[src/rtl/timer_programmable_if.sv]
// Control/status bundle between a timer client (master) and timer_programmable (slave).
interface timer_if #(
  parameter int unsigned WIDTH = 8
);
  logic             en;
  logic             start;
  logic             stop;
  logic             periodic;
  logic [WIDTH-1:0] end_at;
  logic [WIDTH-1:0] count;
  logic             timer_done;
  logic             busy;

  modport master (
    output en, start, stop, periodic, end_at,
    input  count, timer_done, busy
  );

  modport slave (
    input  en, start, stop, periodic, end_at,
    output count, timer_done, busy
  );
endinterface

[src/rtl/timer_programmable.sv]
// Programmable interval timer: one-shot/periodic, start/stop/restart, single-cycle done pulse.
// Optional prescaler enabled by defining TIMER_PRESCALE_EN.
module timer_programmable #(
  parameter int unsigned WIDTH       = 8,
  parameter int unsigned DEFAULT_END = 10,
  parameter int unsigned PRESCALE    = 1
) (
  input  logic   clk,
  input  logic   reset,
  timer_if.slave bus
);
  typedef enum logic {IDLE, RUN} state_t;

  localparam logic [WIDTH-1:0] DEF_END = WIDTH'(DEFAULT_END);

  state_t           state_q, state_d;
  logic [WIDTH-1:0] count_q, count_d;
  logic [WIDTH-1:0] end_q, end_d;
  logic             per_q, per_d;
  logic             done_q, done_d;
  logic             busy_q;
  logic             tick;
  logic             expire;

`ifdef TIMER_PRESCALE_EN
  localparam int unsigned      PRE_W    = (PRESCALE > 1) ? $clog2(PRESCALE) : 1;
  localparam logic [PRE_W-1:0] PRE_LAST = PRE_W'(PRESCALE - 1);

  logic [PRE_W-1:0] pre_q, pre_d;

  assign tick = bus.en && (pre_q == PRE_LAST);

  // Prescaler restarts on any timing discontinuity so each period is whole.
  always_comb begin
    pre_d = pre_q;
    if (bus.stop || bus.start || expire || tick) begin
      pre_d = '0;
    end else if (bus.en) begin
      pre_d = pre_q + PRE_W'(1);
    end
  end

  always_ff @(posedge clk or posedge reset) begin
    if (reset) begin
      pre_q <= '0;
    end else begin
      pre_q <= pre_d;
    end
  end
`else
  assign tick = bus.en;

  // PRESCALE has no effect without the prescaler.
  if (PRESCALE == 0) begin : g_prescale_unused
  end
`endif

  assign expire = (state_q == RUN) && tick && (count_q == end_q - WIDTH'(1));

  // Next-state logic; priority is stop > start > tick.
  always_comb begin
    state_d = state_q;
    count_d = count_q;
    end_d   = end_q;
    per_d   = per_q;
    done_d  = 1'b0;
    if (bus.stop) begin
      state_d = IDLE;
      count_d = '0;
    end else if (bus.start) begin
      state_d = RUN;
      count_d = '0;
      per_d   = bus.periodic;
      end_d   = (bus.end_at == '0) ? DEF_END : bus.end_at;
    end else if (expire) begin
      count_d = '0;
      done_d  = 1'b1;
      if (!per_q) begin
        state_d = IDLE;
      end
    end else if ((state_q == RUN) && tick) begin
      count_d = count_q + WIDTH'(1);
    end
  end

  always_ff @(posedge clk or posedge reset) begin
    if (reset) begin
      state_q <= IDLE;
      count_q <= '0;
      end_q   <= DEF_END;
      per_q   <= 1'b0;
      done_q  <= 1'b0;
      busy_q  <= 1'b0;
    end else begin
      state_q <= state_d;
      count_q <= count_d;
      end_q   <= end_d;
      per_q   <= per_d;
      done_q  <= done_d;
      busy_q  <= (state_d == RUN);
    end
  end

  assign bus.count      = count_q;
  assign bus.timer_done = done_q;
  assign bus.busy       = busy_q;
endmodule

[src/flat_wrapper.sv]
// flat-port wrapper written by rule: the top's interface ports become plain ports
module timer_programmable_flat 
#(
  parameter int unsigned WIDTH       = 8,
  parameter int unsigned DEFAULT_END = 10,
  parameter int unsigned PRESCALE    = 1
)
  (clk, reset, bus_en, bus_start, bus_stop, bus_periodic, bus_end_at, bus_count, bus_timer_done, bus_busy);
  timer_if #(.WIDTH(WIDTH)) bus_i ();
  input  logic clk;
  input  logic reset;
  input wire logic [$bits(bus_i.en)-1:0] bus_en;
  input wire logic [$bits(bus_i.start)-1:0] bus_start;
  input wire logic [$bits(bus_i.stop)-1:0] bus_stop;
  input wire logic [$bits(bus_i.periodic)-1:0] bus_periodic;
  input wire logic [$bits(bus_i.end_at)-1:0] bus_end_at;
  output wire logic [$bits(bus_i.count)-1:0] bus_count;
  output wire logic [$bits(bus_i.timer_done)-1:0] bus_timer_done;
  output wire logic [$bits(bus_i.busy)-1:0] bus_busy;
  assign bus_i.en = bus_en;
  assign bus_i.start = bus_start;
  assign bus_i.stop = bus_stop;
  assign bus_i.periodic = bus_periodic;
  assign bus_i.end_at = bus_end_at;
  assign bus_count = bus_i.count;
  assign bus_timer_done = bus_i.timer_done;
  assign bus_busy = bus_i.busy;
  timer_programmable #(.WIDTH(WIDTH), .DEFAULT_END(DEFAULT_END), .PRESCALE(PRESCALE)) u_core (.clk(clk), .reset(reset), .bus(bus_i));
endmodule
[config.mk]
export PLATFORM = sky130hd
export DESIGN_NAME = timer_programmable_flat
export DESIGN_NICKNAME = d
export VERILOG_FILES = /design/src/rtl/timer_programmable_if.sv /design/src/rtl/timer_programmable.sv /design/src/flat_wrapper.sv
export SDC_FILE = /design/constraint.sdc
export NUM_CORES = 1
export LEC_CHECK = 0
export CAP_MARGIN = 5
export CORE_MARGIN = 2
export CORE_UTILIZATION = 49
export DETAILED_ROUTE_END_ITERATION = 7
export PLACE_DENSITY = 0.81
export SLEW_MARGIN = 20
export SYNTH_ARGS = -nofsm -noshare
export SYNTH_HDL_FRONTEND = slang
export SYNTH_SLANG_ARGS = --single-unit
[constraint.sdc]
create_clock -name clk -period 2.3 [get_ports clk]
set_clock_uncertainty 0.1 [all_clocks]
set_input_delay 0.46 -clock clk [delete_from_list [all_inputs] [get_ports clk]]
set_output_delay 0.46 -clock clk [all_outputs]
set_load 0.03 [all_outputs]
; After elaboration in Yosys (flattened, before gate mapping)
; Index checks and enable logic that the tools add are counted.
; Widths: inputs -> output; s select.
[totals]
wordCells = 29
regBits = 19
inputBits = 14
out_inout_bits = 10
[op_classes]
addsub = 2
muxes = 12
eq_ne = 2
bitwise = 1
n_reduce_logical = 7
[ops]
columns = cell, count
row1 = $mux 8, 5
row2 = $add 8x1->8 const B, 1
row3 = $eq 8x8->1, 1
row4 = $logic_not 8->1, 1
row5 = $sub 8x1->8 const B, 1
row6 = $mux 1, 7
row7 = $reduce_and 2->1, 2
row8 = $reduce_bool 4->1, 1
row9 = $ne 3x3->1 const B, 1
row10 = $reduce_bool 3->1, 1
row11 = $logic_and 1x1->1, 2
row12 = $not 1->1, 1

; Depth between registers and ports, before layout
; Gate-level depths: netlist (run 1).
[logic_depth]
depth_word = 6
mapped_depth = 7

; Least setup slack after synthesis (run 1)
; OpenSTA, ideal clock, no wires.
[synth_timing]
kind = register to register
from = register u_core.end_q[1]
to = register u_core.count_q[1] (netlist: u_core.bus.count[1])
path_stages_with_launch = 8
n_path_buf = 0
arrival_time_ns = 1.896
path_slack_ns = 0.161
path_cell_list = dfstp_2 inv_1 ha_1 xnor2_1 nor3_1 o311ai_1 a2111oi_4 o32ai_1
[synth_between]
elab_chain_cells = 6
word_cells_on_any_way = 7
classes_between = 1 x add/sub / 1 x eq/ne / 3 x mux / 2 x reduce/logical
[synth_lines]
columns = item, line
row1 = start: declaration, timer_programmable.sv:18  ; logic [WIDTH-1:0] end_q, end_d;
row2 = start signal: assignment, timer_programmable.sv:97  ; end_q <= end_d;
row3 = $sub 8x1->8 *, timer_programmable.sv:58  ; assign expire = (state_q == RUN) && tick && (count_q == end_q - WIDTH'(1));
row4 = $eq 8x8->1 *, timer_programmable.sv:58
row5 = $logic_and 1x1->1 *, timer_programmable.sv:58
row6 = $mux 8, timer_programmable.sv:75  ; end else if (expire) begin
row7 = $mux 8, timer_programmable.sv:70  ; end else if (bus.start) begin
row8 = $mux 8, timer_programmable.sv:67  ; if (bus.stop) begin
row9 = end signal: assignment, timer_programmable.sv:96  ; count_q <= count_d;
row10 = end: declaration, timer_programmable.sv:17  ; logic [WIDTH-1:0] count_q, count_d;
; Every way passes the cells marked *; elsewhere a longest branch is shown, timed or not.
; A chain may end at the register's enable or synchronous reset.

; Final worst setup path (run 1)
; Same ends and word-level chain as after synthesis.

==> results of run 1 <==
==> critical path, cell delays in order, from the launching register on <==
cell	delay (ns)
dfstp_2	0.56
inv_1	0.04
ha_1	0.28
xnor2_1	0.15
nor3_2	0.18
o311ai_2	0.16
a2111oi_4	0.35
buf_6	0.18
o32ai_1	0.09
==> cell families (layout without fill, tap and decap cells) <==
family                     count (synthesis)  after routing
adders and majority gates                  2              2
muxes                                      6              6
DFF                                       19             19
buffers and inverters                      7             36
and+or+nand+nor                           43             43
xor gates and xnor gates                  16             16
AOI/OAI and AO/OA                         12             12
==> final timing paths <==
kind / from / end / slack (ns) / cells after the start
hold / removal: u_core.per_q$_DFFE_PP0P_ / u_core.per_q$_DFFE_PP0P_ / 0.45 / 1
setup / recovery: u_core.end_q[1]$_DFFE_PP1P_ / u_core.bus.count[1]$_DFFE_PP0P_ / 0.07 / 8
max in group asynchronous: reset / u_core.bus.count[5]$_DFFE_PP0P_ / 1.17 / 2
min in group asynchronous: reset / u_core.bus.count[7]$_DFFE_PP0P_ / 0.48 / 2
setup reg to reg: u_core.end_q[1]$_DFFE_PP1P_ / u_core.bus.count[1]$_DFFE_PP0P_ / 0.07 / 8
hold reg to reg: u_core.per_q$_DFFE_PP0P_ / u_core.per_q$_DFFE_PP0P_ / 0.45 / 1
==> layer usage <==
| layer | global-route usage [%] | wire length, um |
|---|---|---|
| met4 | 10.8 | 44 |
| met5 | 0 | 0 |
| met3 | 3.51 | 114 |
| met1 | 28.0 | 1090 |
| met2 | 35.7 | 1280 |
==> final cells by class <==
cell class	instances	area, um^2
fillers	163	729
clock buffers	4	26.3
inverters	5	18.8
repair buffers	27	264
flip-flops and latches	19	478
multi-input cells	79	597
well taps	28	35.0
==> power groups by stage <==
stage / combinational [uW] / sequential (uW) / clock [uW]
global route: 178 / 396 / 189
global placement: 149 / 396 / 0
CTS: 157 / 391 / 167
finish: 164 / 392 / 163
floorplan: 103 / 393 / 0
detailed placement: 156 / 398 / 0
==> stage by stage <==
stage | hold WS, ns | total power [uW] | util (%)
global route | 0.457 | 764 | 66.0
CTS | 0.446 | 715 | 65.1
global placement | 0.398 | 545 | 63.8
finish | 0.446 | 719 | 66.0
floorplan | 0.310 | 495 | -
detailed placement | 0.422 | 554 | 63.8
==> flip-flops by register name, summed over array words and instances (netlist names) <==
name / cells
u_core.per_q: 1
u_core.bus.count: 8
u_core.bus.timer_done: 1
u_core.end_q: 8
u_core.state_q: 1
==> placed cells by master, fill, tap and decap left out, drive strengths merged, types with 2 or more instances in the layout <==
cell type,Yosys,layout
xnor2,6,6
dfstp,2,2
nand2,5,5
a211oi,2,2
and2b,2,2
nor3,11,11
xor2,10,10
ha,2,2
nor2,6,6
buf,1,4
mux2,6,6
clkbuf,1,4
nor2b,2,2
dfrtp,17,17
nand3,5,5
inv,5,5
o21ai,2,2
and4,2,2
or4,2,2
clkdlybuf4s50,0,23
nand4,3,3
o22a,2,2
==> reports/results.ini, run 1 <==
[detailed_routing]
wire_per_inst_um=15.6
drtIter0Drc=22
totalWireLength_um=2530
dr.pass1.iters=4
drc=0
drt-vias-per-instance=5.67
drtAntennaViolNets=0
vias=919

[run]
maxCapViolations=0

[clock_network]
cts_setup_buffers=0
clk_latency_ns=0.29
cts_resized=0
cts_inserted_buffers=3
cts_buffer_depth=2
cts_root_buffer=clkbuf_4
hold_buffers=0
cts.clk_slew.worst_paths_ns=0.10
cts_max_level=1
clock-sinks=19
cts_tree=built

[die]
core_region_area_um2=2150
die_h_um=51.1
initial_core_util_pct=50.6
die_w_um=51.1
num_io_pins=24
die_area_um2=2610
rows=17

[min_path]
hold_class=reg2reg

[timing]
tightest_slew_ns=0.718
setup_viol=0
finalCriticalPeriod_ns=2.23
tns_ns=0
fmax_mhz=449
slew_headroom_pct=52.1
hold_viol_final=0
fin_ws_ns=0.0736
finalCritPeriodShare_pct=96.8
slew_violations=0

[logic_synthesis]
synth_xor_area_share_pct=12.9
synthMuxAreaShare_pct=6.21
synth.distinct_cells=34
ys_top_cells_by_count=dfrtp_1 (17), nor3_1 (11), xor2_1 (10)
synth-adder-area-share_pct=2.30
synth_area_leaders=dfrtp_1 (39%), xor2_1 (8.1%), mux2_2 (6.2%), nor3_1 (5.1%), dfstp_2 (4.8%)
synth_top_area_share_pct=39.1
ys_seq_area_share_pct=44.0
yosys_warnings=0
syn-instance-count=105
synthArstFlopShare_pct=100
avgSynthCellArea_um2=10.4
ys_seq_elements=19
synth_edf_count=0
synth_top_family_by_area=simple AND/OR/NAND/NOR gates
yosys.area_share.simple_pct=21.5
synth_compound_area_share_pct=10.4
synth_most_common_cell=dfrtp_1
syn-cell-area_um2=1090
synth_fp_nets=121
yosys.area.top_type=dfrtp_1
synth_ff_type=dfrtp_1

[setup_path]
crit_required_ns=2.37
crit_fanout=10
worstPathArrival_ns=2.30
worst_setup_path_start_kind=flop
path_class=reg2reg
cp-end-kind=flop

[grt]
gr-total-overflow=0
grt_max_degree=20
antenna_found_initial=0
grt.total_usage_pct=21.8
grt_pass1_wl_um=4190
grt_pass1_vias=932

[placed_design]
io_buffers=23
dp.final_hpwl_um=1830
pre_cts_slack_ns=0.0362
place_area_um2=1370
place.gp.congestion=0.951
dp.cells=158

[finish]
fin_area_um2=1420
num_antenna_cells=0
finalNonFillerCells=162
drive_gt1_share_pct=16.4
synthToLayoutAreaGrowth_pct=30.5
nets=151

[power_and_ir_drop]
switching_power_uw=207
clkPwrFrac_pct=22.7
ir_drop_v=0.000421
swShare_pct=28.7
p_leak_uw=0.000559
seqPwrFrac_pct=54.6
comb_power_share_pct=22.8
p_per_area_nw_per_um2=507
power.internal_uw=512

[run_status]
status=completed

Note: power is estimated with default switching activity, not from simulation.
==> run 2, diff against run 1 <==
--- a/config.mk
+++ b/config.mk
@@ -7,9 +7,10 @@
 export LEC_CHECK = 0
 export CAP_MARGIN = 5
 export CORE_MARGIN = 2
-export CORE_UTILIZATION = 49
+export CORE_UTILIZATION = 40
 export DETAILED_ROUTE_END_ITERATION = 7
-export PLACE_DENSITY = 0.81
+export PLACE_DENSITY = 0.69
+export RECOVER_POWER = 100
 export SLEW_MARGIN = 20
 export SYNTH_ARGS = -nofsm -noshare
 export SYNTH_HDL_FRONTEND = slang
==> reports/results.ini, run 2 (synthesis results as in run 1) <==
[run_status]
status=completed  ; unchanged

[detailed_routing]
dr.pass1.iters=4  ; unchanged
drt-vias-per-instance=5.33  ; was 5.67
wire_per_inst_um=14.0  ; was 15.6 um
drtAntennaViolNets=0  ; unchanged
vias=868  ; was 919
drtIter0Drc=8  ; was 22
totalWireLength_um=2290  ; was 2530 um
drc=0  ; unchanged

[clock_network]
clk_latency_ns=0.29  ; about the same
cts_inserted_buffers=3  ; unchanged
cts_buffer_depth=2  ; unchanged
hold_buffers=0  ; unchanged
cts_max_level=1  ; unchanged
cts.clk_slew.worst_paths_ns=0.11  ; was 0.10 ns
cts_root_buffer=clkbuf_4  ; unchanged
clock-sinks=19  ; unchanged
cts_tree=built  ; unchanged

[grt]
antenna_found_initial=0  ; unchanged
grt_max_degree=20  ; unchanged
grt_pass1_wl_um=4130  ; was 4190 um
grt.total_usage_pct=16.4  ; was 21.8%
grt_pass1_vias=902  ; was 932
gr-total-overflow=0  ; unchanged

[placed_design]
place.gp.congestion=0.817  ; was 0.951
dp.cells=159  ; was 158
pre_cts_slack_ns=0.00730  ; was 0.0362 ns
io_buffers=23  ; unchanged
dp.final_hpwl_um=1800  ; was 1830 um

[min_path]
hold_start=u_core.per_q$_DFFE_PP0P_  ; unchanged
hold_path_depth=1  ; unchanged
hold_class=reg2reg  ; unchanged
hold_end=u_core.per_q$_DFFE_PP0P_  ; unchanged

[finish]
most-common-layout-cells=dfrtp_1 (17), dlygate4sd3_1 (12), clkdlybuf4s50_1 (11)  ; was clkdlybuf4s50_1 (23), dfrtp_1 (17), xor2_1 (10)
finalNonFillerCells=163  ; was 162
drive_gt1_share_pct=14.3  ; was 16.4%
fillers=230  ; was 163
layout_commonest_cell=dfrtp_1  ; was clkdlybuf4s50_1
nets=150  ; was 151
multi_input_area_um2=592  ; was 597 um^2
num_antenna_cells=0  ; unchanged
synthToLayoutAreaGrowth_pct=29.2  ; was 30.5%
post-route-util_pct=55.7  ; was 66.0%
seq_area_um2=478  ; unchanged

[timing]
hold_viol_final=0  ; unchanged
setup_viol=0  ; unchanged
holdWs_ns=0.434  ; was 0.446 ns
slew_headroom_pct=52.0  ; was 52.1%
tightest_slew_ns=0.719  ; was 0.718 ns
slew_violations=0  ; unchanged
tns_ns=0  ; unchanged
rsz0062_at_grt=no
fmax_mhz=463  ; was 449 MHz
finalCritPeriodShare_pct=94.0  ; was 96.8%
fin_ws_ns=0.138  ; was 0.0736 ns
finalCriticalPeriod_ns=2.16  ; was 2.23 ns

[run]
maxCapViolations=0  ; unchanged

[setup_path]
crit_required_ns=2.38  ; was 2.37 ns
crit_fanout=10  ; unchanged
rr_endpoint=u_core.bus.count[1]$_DFFE_PP0P_  ; unchanged
r2r_start=u_core.end_q[1]$_DFFE_PP1P_  ; unchanged
worst-r2r-cell-count=8  ; unchanged
worstPathArrival_ns=2.24  ; was 2.30 ns
worst_setup_path_start_kind=flop  ; unchanged
cp-end-kind=flop  ; unchanged
r2r_setup_slack_ns=0.14  ; was 0.07 ns
path_class=reg2reg  ; unchanged

[die]
initial_core_util_pct=43.1  ; was 50.6%
core_region_area_um2=2520  ; was 2150 um^2
rows=18  ; was 17
num_io_pins=24  ; unchanged
die_w_um=56.1  ; was 51.1 um
die_h_um=56.1  ; was 51.1 um
die_area_um2=3150  ; was 2610 um^2

[power_and_ir_drop]
p_leak_uw=0.000583  ; was 0.000559 uW
ir_drop_v=0.000424  ; was 0.000421 V
p_per_area_nw_per_um2=508  ; was 507 nW/um^2

==> run 2: cell count changes in the layout (fill, tap and decap cells not counted), sizes merged <==
cell           change
buf                -2
dlygate4sd3       +12
clkdlybuf4s50     -12
clkbuf             +1
==> run 2: repair_timing <==
item	4_1_cts	5_1_grt
endpoints found under the setup margin	0	10
gates resized for setup	0	3
setup buffers	0	0
hold endpoints to repair	0	0
==> run 2: worst max path at each step <==
stage	from	end	slack [ns]	cells after the start
floorplan	u_core.end_q[1]$_DFFE_PP1P_	u_core.bus.count[1]$_DFFE_PP0P_	0.16	7
global placement	bus_en	u_core.bus.count[1]$_DFFE_PP0P_	0.05	7
detailed placement	bus_en	u_core.bus.count[1]$_DFFE_PP0P_	0.007	7
CTS	u_core.end_q[1]$_DFFE_PP1P_	u_core.bus.count[1]$_DFFE_PP0P_	0.08	8
global route	u_core.end_q[1]$_DFFE_PP1P_	u_core.bus.timer_done$_DFF_PP0_	0.02	8
finish	u_core.end_q[1]$_DFFE_PP1P_	u_core.bus.count[1]$_DFFE_PP0P_	0.14	8
==> run 2: power by group <==
group | leakage (uW) | switching, uW | internal [uW]
clock | 0.0000150 | 101 | 67.5
combinational | 0.000327 | 75.8 | 78.7
sequential | 0.000242 | 29.1 | 362
==> run 2: critical path: stages, from the launching register on <==
cell and delay, ns:
dfstp_2 0.57, inv_1 0.05, ha_1 0.28, xnor2_1 0.13, nor3_2 0.13, o311ai_2 0.15, a2111oi_4 0.37, buf_6 0.18
o32ai_1 0.09
==> run 2: stage by stage <==
step	total power, uW	instance area (um^2)
2_1_floorplan	495	1090
3_3_place_gp	546	1370
3_5_place_dp	552	1370
4_1_cts	716	1390
5_1_grt	766	1410
6_report	714	1410
==> run 2: final cells by class <==
cell class              count  area share [%]
clock buffers               4            1.87
well taps                  30            2.67
multi-input cells          79            42.1
flip-flops and latches     19            34.0
repair buffers             26            18.0
inverters                   5            1.34
==> run 2: layer usage <==
| metal | wire length, um | global-route usage (%) | vias to the layer above |
|---|---|---|---|
| met5 | 0 | 0 | - |
| met4 | 29 | 5.10 | 0 |
| met3 | 63 | 2.09 | 4 |
| met2 | 1150 | 28.9 | 14 |
| met1 | 1040 | 20.7 | 414 |
| li1 | - | - | 436 |
